[config.mk]
export PLATFORM = sky130hd
export DESIGN_NAME = coherence_bus_ctrl
export DESIGN_NICKNAME = d
export VERILOG_FILES = /design/src/rtl/coherence_bus_ctrl.sv
export SDC_FILE = /design/constraint.sdc
export NUM_CORES = 1
export LEC_CHECK = 0
export CORE_AREA = 2 2 146 148
export DETAILED_ROUTE_END_ITERATION = 10
export DIE_AREA = 0 0 148 150
export PLACE_DENSITY = 0.56
export SLEW_MARGIN = 5
export SYNTH_ARGS = -nofsm -noshare
export SYNTH_HDL_FRONTEND = slang
export SYNTH_SLANG_ARGS = --single-unit
[constraint.sdc]
create_clock -name CLK -period 3.9 [get_ports CLK]
set_input_delay 0.39 -clock CLK [delete_from_list [all_inputs] [get_ports CLK]]
set_output_delay 0.39 -clock CLK [all_outputs]
set_load 0.005 [all_outputs]
[src/rtl/coherence_bus_ctrl.sv]
// Two-cache snooping coherence bus controller in front of a single-port RAM.
// Blocks are two words long; every transaction is word0 then word1.
module coherence_bus_ctrl (
  input  logic             CLK,
  input  logic             RST,
  input  logic [1:0]       dREN,
  input  logic [1:0]       dWEN,
  input  logic [1:0][31:0] daddr,
  input  logic [1:0][31:0] dstore,
  input  logic [1:0]       cctrans,
  input  logic [1:0]       ccwrite,
  output logic [1:0]       dwait,
  output logic [1:0][31:0] dload,
  output logic [1:0]       ccwait,
  output logic [1:0]       ccinv,
  output logic [1:0][31:0] ccsnoopaddr,
  output logic             ramREN,
  output logic             ramWEN,
  output logic [31:0]      ramaddr,
  output logic [31:0]      ramstore,
  input  logic [31:0]      ramload,
  input  logic [1:0]       ramstate
);

  typedef enum logic [1:0] {FREE, BUSY, ACCESS, ERROR} ramstate_t;
  typedef enum logic [2:0] {IDLE, WB0, WB1, SNOOP, C2C0, C2C1, RD0, RD1} state_t;

  state_t     state_q, state_d;
  logic       r_q, r_d;
  logic       ptr_q, ptr_d;
  logic       s;
  logic [1:0] req;
  logic       win;
  logic       acc;

  assign s   = ~r_q;
  assign req = cctrans | dWEN | dREN;
  // On a tie the pointer decides; otherwise whichever cache is asking.
  assign win = (req[0] & req[1]) ? ptr_q : req[1];
  assign acc = (ramstate == ACCESS);

  always_ff @(posedge CLK) begin
    if (RST) begin
      state_q <= IDLE;
      r_q     <= 1'b0;
      ptr_q   <= 1'b0;
    end else begin
      state_q <= state_d;
      r_q     <= r_d;
      ptr_q   <= ptr_d;
    end
  end

  always_comb begin
    state_d = state_q;
    r_d     = r_q;
    ptr_d   = ptr_q;
    unique case (state_q)
      IDLE: begin
        if (|req) begin
          r_d = win;
          if (cctrans[win])      state_d = SNOOP;
          else if (dWEN[win])    state_d = WB0;
          else                   state_d = RD0;
        end
      end
      WB0:  if (acc) state_d = WB1;
      WB1:  if (acc) begin state_d = IDLE; ptr_d = s; end
      SNOOP: begin
        if (cctrans[s]) state_d = ccwrite[s] ? C2C0 : RD0;
      end
      C2C0: if (acc) state_d = C2C1;
      C2C1: if (acc) begin state_d = IDLE; ptr_d = s; end
      RD0:  if (acc) state_d = RD1;
      RD1:  if (acc) begin state_d = IDLE; ptr_d = s; end
      default: state_d = IDLE;
    endcase
  end

  // RD states show the snoop only when the requester asked for a bus transaction.
  always_comb begin
    dwait       = 2'b11;
    dload       = '0;
    ccwait      = 2'b00;
    ccinv       = 2'b00;
    ccsnoopaddr = '0;
    ramREN      = 1'b0;
    ramWEN      = 1'b0;
    ramaddr     = '0;
    ramstore    = '0;
    unique case (state_q)
      IDLE: ;
      WB0, WB1: begin
        ramWEN   = 1'b1;
        ramaddr  = daddr[r_q];
        ramstore = dstore[r_q];
        if (acc) dwait[r_q] = 1'b0;
      end
      SNOOP: begin
        ccwait[s]      = 1'b1;
        ccsnoopaddr[s] = daddr[r_q];
        ccinv[s]       = ccwrite[r_q];
      end
      C2C0, C2C1: begin
        ccwait[s]      = 1'b1;
        ccsnoopaddr[s] = daddr[r_q];
        ccinv[s]       = ccwrite[r_q];
        dload[r_q]     = dstore[s];
        ramWEN         = 1'b1;
        ramaddr        = daddr[s];
        ramstore       = dstore[s];
        if (acc) dwait = 2'b00;
      end
      RD0, RD1: begin
        ramREN     = 1'b1;
        ramaddr    = daddr[r_q];
        dload[r_q] = ramload;
        if (cctrans[r_q]) begin
          ccwait[s]      = 1'b1;
          ccsnoopaddr[s] = daddr[r_q];
          ccinv[s]       = ccwrite[r_q];
        end
        if (acc) dwait[r_q] = 1'b0;
      end
      default: ;
    endcase
  end

endmodule

# --- Word-level counts from Yosys, hierarchy flattened ---
# Cells that the tools add are included.
totals:
  reg_bits: 5
  in_bits: 172
  output_inout_bits: 200
  wordCells: 98
classes:
  magnitude_cmp: 5
  eq_ne: 14
  mux: 53
  bitwise_logic: 9
  n_reduce_logical: 14
ops:
  columns: ["operator", "n"]
  rows:
  - ["$mux W32", 10]
  - ["$pmux W64 S2", 2]
  - ["$and A64 B64 Y64", 3]
  - ["$pmux W32 S2", 2]
  - ["$demux W32 S1", 2]
  - ["$mux W64", 1]
  - ["$mux W3", 8]
  - ["$pmux W3 S6", 1]
  - ["$mux W1", 17]
  - ["$eq A3 B3 Y1 const B", 4]
  - ["$pmux W2 S2", 3]
  - ["$mux W2", 5]
  - ["$ne A2 B2 Y1 const B", 5]
  - ["$reduce_or A2 Y1", 4]
  - ["$reduce_or A4 Y1", 2]
  - ["$eq A3 B2 Y1 const B", 2]
  - ["$lt A1 B2 Y1 const B", 3]
  - ["$reduce_and A6 Y1", 1]
  - ["$reduce_or A3 Y1", 2]
  - ["$or A2 B2 Y2", 2]
  - ["$reduce_and A2 Y1", 2]
  - ["$eq A3 B1 Y1 const B", 1]
  - ["$logic_not A3 Y1", 1]
  - ["$and A2 B2 Y2", 1]
  - ["8 further kinds", 11]

# --- Logic depth before layout (Yosys ltp) ---
# Gate-level depths: netlist of the first run.
logic_depth:
  word_depth: 10
  mapped_depth: 7
  mapped_depth_nobuf: 4

# --- Worst setup path after synthesis of the first run ---
# OpenSTA, ideal clock, no wires.
synth_timing:
  path_type: "register -> output"
  from: "register state_q[1]"
  to: "output port ramaddr[10]"
  t_arrival_ps: 1340
  t_required_ps: 3510
  setup_slack_ps: 2170
  stages_incl_launch_ff: 8
  n_path_buf: 3
  cell_sequence: "dfxtp_1 > buf_6 > and2_4 > o21bai_4 > buf_6 > buf_6 > a221oi_2 > a21oi_1"
synth_between:
  elab_chain_len: 3
  word_cells_on_any_way: 9
  cone_classes: "6 x eq/ne; 1 x mux; 2 x reduce/logical"
synth_rtl:
  columns: ["item", "line_no", "source"]
  rows:
  - ["from (decl)", "28", "state_t state_q, state_d;"]
  - ["from (signal assigned)", "48", "state_q <= state_d;"]
  - ["$eq A3 B3 Y1 (tied with other cells)", "91", "unique case (state_q)"]
  - ["$reduce_or A4 Y1 (no source line) or $reduce_or A2 Y1 (tied branches)", null, null]
  - ["$pmux W32 S2 *", "91", null]
  - ["to (decl)", "19", "output logic [31:0] ramaddr,"]
# Every way passes the cells marked *; elsewhere a longest branch is shown, timed or not.

# --- Worst setup path after layout of the first run ---
layout_timing:
  from: "register state_q[0]"
  to: "output port ramaddr[1]"
# Same word-level chain as after synthesis.

==> impl_metrics.ini, run 1 <==
[status]
outcome = complete, no violations

[worst_setup_path]
required_ns = 3.51
arrival_ns = 2.74
worstPathMaxFanout = 37
r2r_setup_slack_ns = 1.76
reg2reg_depth = 5
max_stage_delay_ns = 0.77
worstPathCellList = xnor2_4 > o21bai_4 > buf_4 > a22oi_1 > a21oi_1 > clkdlybuf4s50_1
setup.worst_path.end_class = output pin
cpMaxStageDelayCell = o21bai_4
crit_type = flop to output pin
start_kind = flop

[grt]
gr-total-overflow = 0
grt_pass1_vias = 5198
grt_pass1_wl_um = 29200
grt_antenna_before_repair = 0
grt_max_degree = 73
grt_use_total_pct = 16.2

[routing]
drt_iter0_drc = 323
met1_length_um = 7880
vias_per_cell = 4.95
met3_length_um = 1650
dr_total_vias = 5721
wl_per_cell_um = 17.1
drc_errors = 0
wl_met2_um = 9960
firstDrtPassIters = 5
finalWirelength_um = 19800
ant_nets = 0
top_layer = met4

[cells_and_area]
n_antenna_cell = 0
nets = 1054
multi_input_area_um2 = 3090
final_area_um2 = 7500
syn_to_final_growth_pct = 110
n_fill_cell = 2243
final-seq-area_um2 = 105
final_layout_size_suffix_gt1_share_pct = 6.47

[synth]
synth_area_leaders = a21oi_1 19%, a22oi_1 13%, a221oi_2 12%
syn_inst = 563
synthArstFlopShare_pct = 0
netlist_area_um2 = 3580
syn-num-nets = 735
yosys_warnings = 0
synth_ff_type = dfxtp_1
synth.yosys.seq_area_share_pct = 2.80
synth-seq-cells = 5
synth_edf_count = 0
avgSynthCellArea_um2 = 6.35
synth_top_area_share_pct = 18.6
yosys.area.top_type = a21oi_1
yosysUniqueCellTypes = 43

[cts]
cts_tree = done
cts.sinks = 5
clkTransAtPathRegs_ns = 0.03
cts_made_buffers = 3
clockRootBuffer = clkbuf_16
postCtsHoldBufs = 0
cts_resized = 0
h-tree-depth = 1
postCtsSetupRepairBufs = 0
clockBufferDepth = 2
clk-insertion-delay-late_ns = 0.23

[power]
seq_power_share_pct = 3.1
p_switching_mw = 1.86
power_switching_share_pct = 45.3
internal-power_mw = 2.24
p_leak_nw = 2.56
combPwrFrac_pct = 92.7
vdd_drop_max_v = 0.000233
clkPwrFrac_pct = 4.1
p_per_area_nw_per_um2 = 546
total_power_mw = 4.09

[sta]
final_max_slew_viol_count = 0
final-hold-violation-count = 0
setup_viol = 0
whs_ns = 0.550
fin_setup_tns_ns = 0
rsz0062_at_grt = false
finalCritPeriodShare_pct = 80.3
fmax_mhz = 319
slew_headroom_pct = 34.1
fin_crit_ns = 3.13
worst_clock_skew_ns = 0.00174
worst_pin_slew_ns = 0.986

[place]
io_buffers = 371
gp_congestion = 0.779
place_area_um2 = 7420
post-dp-hpwl_um = 15300

[floorplan]
die_area_um2 = 22200
design.core.area_um2 = 20700
dieHeight_um = 150
io_pins = 372
row_count = 53
die_x_um = 148
initial_utilization_pct = 17.3

[job]
drv_cap = 0

[worst_hold_path]
hp-class = flop to flop
hold_depth = 2
## area by class of cell
class                      instances  share of cell area (%)
clock buffer                       4                    1.05
sequential                         5                    1.40
tap                              275                    4.59
timing repair buffer             386                    51.7
inverter                           2                   0.100
multi-input combinational        484                    41.2
## state kept, by name, indices dropped and copies added (netlist names)
signal	count
r_q	1
state_q	3
ptr_q	1
## kinds of logic after synthesis
family	synth area share, %
XOR/XNOR	1.01
AO/OA/AOI/OAI	57.4
flip-flops	2.80
AND/OR/NAND/NOR	26.7
multiplexers	0.840
buffers and inverters	11.3
## critical path, delay by kind of cell, from the launching register on
family | cells | cell delay [ns]
flip-flops | 1 | 0.41
XOR/XNOR | 1 | 0.11
AO/OA/AOI/OAI | 3 | 1.05
buffers and inverters | 2 | 0.92
## power groups by stage
stage	sequential (mW)	combinational, mW	clock (mW)
floorplan	0.0744	2.17	0
global placement	0.128	3.83	0
detailed placement	0.130	3.84	0
CTS	0.129	3.87	0.172
global route	0.135	4.15	0.176
finish	0.128	3.80	0.170
## worst paths after layout
path / start / endpoint
setup reg to reg: r_q / state_q[1]
hold reg to reg: ptr_q / ptr_q
setup / recovery: state_q[0] / ramaddr[1]
hold / removal: ptr_q / ptr_q
## layer usage
layer  track usage (%)  vias to the layer above
met5                 0                        -
met4              2.81                        0
met3              3.48                       15
met2              29.9                      290
met1              19.4                     2629
li1                  -                     2787
## cells in the final DEF, fill, tap and decap left out, types with 2 or more instances in the layout
cell type / Yosys / routed
nand3b_1: 2 / 2
a311oi_1: 2 / 2
nor3_1: 4 / 4
a221oi_2: 28 / 28
buf_4: 7 / 11
a221oi_1: 36 / 36
o2bb2ai_1: 2 / 2
mux2i_1: 3 / 3
and3_1: 3 / 3
o21ai_0: 10 / 10
clkdlybuf4s50_1: 0 / 371
nor2_1: 4 / 4
a21o_1: 2 / 2
or3_1: 3 / 3
nand2_1: 102 / 102
clkbuf_16: 0 / 3
dfxtp_1: 5 / 3
buf_12: 0 / 4
a21oi_1: 133 / 132
nand2b_1: 3 / 3
and2_1: 64 / 64
a22oi_1: 64 / 64
## per-stage QoR
stage | util [%] | worst slack, ns | instances
floorplan | - | 2.17 | 563
global placement | 35.9 | 1.02 | 1152
detailed placement | 35.9 | 1.00 | 1152
CTS | 36.2 | 0.741 | 1156
global route | 36.2 | 0.626 | 1156
finish | 36.2 | 0.770 | 1156
## cells in the mapped netlist, drive strengths merged (3+ instances only)
library cell and n:
a21oi 133, nand2 102, and2 65, a221oi 64, a22oi 64, buf 52
clkbuf 20, o21ai 10, dfxtp 5, nor2 5, nor3 4, and3 3
mux2i 3, nand2b 3, or3 3
Power figures use the tool's default switching activity.
==> run 2, diff against run 1 <==
CORE_AREA = 2 2 145 147   (was 2 2 146 148)
DIE_AREA = 0 0 147 149   (was 0 0 148 150)
PLACE_DENSITY = 0.59   (was 0.56)
clock period = 2.8 ns   (was 3.9 ns; I/O delays follow)
==> impl_metrics.ini, run 2 (same netlist as run 1, synthesis figures left out) <==
[cts]
clockRootBuffer = clkbuf_16
h-tree-depth = 1
cts_resized = 0
postCtsHoldBufs = 0
clkTransAtPathRegs_ns = 0.04
cts_made_buffers = 3
clockBufferDepth = 2
cts.sinks = 5
clk-insertion-delay-late_ns = 0.23
cts_tree = done
postCtsSetupRepairBufs = 0

[sta]
worst_clock_skew_ns = 0.00498
worst_pin_slew_ns = 0.500
fin_crit_ns = 2.65
final_max_slew_viol_count = 0
fin_setup_tns_ns = 0
slew_headroom_pct = 66.4
setup_ws_ns = 0.153
finalCritPeriodShare_pct = 94.5
final-hold-violation-count = 0
setup_viol = 0
rsz0062_at_grt = false
fmax_mhz = 378

[grt]
grt_max_degree = 77
grt_pass1_wl_um = 29600
grt_antenna_before_repair = 0
grt_pass1_vias = 5252
gr-total-overflow = 0
grt_use_total_pct = 16.7

[worst_setup_path]
cpMaxStageDelayCell = dfxtp_1
crit_type = flop to output pin
arrival_ns = 2.37
setup.worst_path.end_class = output pin
crit_top_cell = buf_12
startpoint = state_q[2]
required_ns = 2.52
worstPathCellList = and2_4 > o21bai_4 > buf_12 > buf_12 > a22oi_1 > a21oi_1 > clkdlybuf4s50_1
worstPathMaxFanout = 27
start_kind = flop
r2r_start = state_q[1]
crit_family = buffers and inverters
critPathBufInv = 3
max_stage_delay_ns = 0.55

[worst_hold_path]
hp-class = flop to flop
hp-start = ptr_q

[place]
io_buffers = 371
gp_congestion = 0.809
post-dp-hpwl_um = 15500
dp_slack_ns = 0.327

[routing]
dr_total_vias = 5811
drt_iter0_drc = 323
vias_per_cell = 4.98
drc_errors = 0
finalWirelength_um = 20100
firstDrtPassIters = 7
wl_per_cell_um = 17.2
ant_nets = 0

[power]
p_leak_nw = 2.65
vdd_drop_max_v = 0.000392
p_per_area_nw_per_um2 = 782
total_power_mw = 6.00

[floorplan]
die_x_um = 147
die_area_um2 = 21900
dieHeight_um = 149
initial_utilization_pct = 17.4
design.core.area_um2 = 20600
io_pins = 372
row_count = 53

[cells_and_area]
regMostFlops = state_q
final_layout_size_suffix_gt1_share_pct = 7.61
syn_to_final_growth_pct = 115
final_cell_mix = 371 x clkdlybuf4s50_1, 132 x a21oi_1, 102 x nand2_1
largest_reg_flops = 3
n_antenna_cell = 0
nets = 1066
final_common_cell = clkdlybuf4s50_1
final_util_pct = 37.3
n_fill_cell = 2163
largestRegisters = state_q x3, ptr_q x1, r_q x1

[status]
outcome = complete, no violations

[job]
drv_cap = 0
run 2: cell types whose count changed in the layout (fill, tap and decap cells not counted):
cell     change
and2b_1      +1
buf_12       +7
buf_4        +4
run 2: per-stage QoR:
stage                     area (µm²)  instances  hold WS, ns
after floorplan                 3580        563        0.349
after global placement          7530       1157        0.535
final                           7680       1168        0.559
after CTS                       7610       1161        0.566
after global routing            7680       1168        0.597
after detailed placement        7530       1157        0.537
run 2: routing by layer:
| layer | track usage (%) | wire length [µm] | vias up |
|---|---|---|---|
| met5 | 0 | 0 | - |
| met4 | 3.89 | 422 | 0 |
| met3 | 3.43 | 1640 | 22 |
| met2 | 30.1 | 9850 | 285 |
| met1 | 20.5 | 8200 | 2689 |
| li1 | - | - | 2815 |
run 2: layout make-up:
cell class                      count  area (µm²)  area share, %
Clock buffer                        4        78.8           1.03
Inverter                            2        7.51         0.0978
Multi-Input combinational cell    485        3100           40.3
Sequential cell                     5         105           1.37
Tap cell                          275         344           4.48
Timing Repair Buffer              397        4050           52.7
run 2: worst min-delay path, cell delays in order, from the launching register on:
cell	delay (ns)
dfxtp_1	0.34
o21ai_0	0.10
a21oi_1	0.07
run 2: worst paths after layout:
kind	depth (start not counted)	slack (ns)	to
max	7	0.15	ramaddr[10]
min	2	0.56	ptr_q
max reg2reg	6	0.94	state_q[1]
min reg2reg	2	0.56	ptr_q
run 2: report_power, final:
group,total (mW),internal [mW],switching (mW)
Combinational,5.62,3.07,2.54
Clock,0.242,0.189,0.0524
Sequential,0.142,0.0951,0.0468
==> run 3, diff against run 2 <==
TNS_END_PERCENT = 10   (was unset)
==> results of run 3 <==
No change in the layout: final DEF, timing and power equal those of run 2.
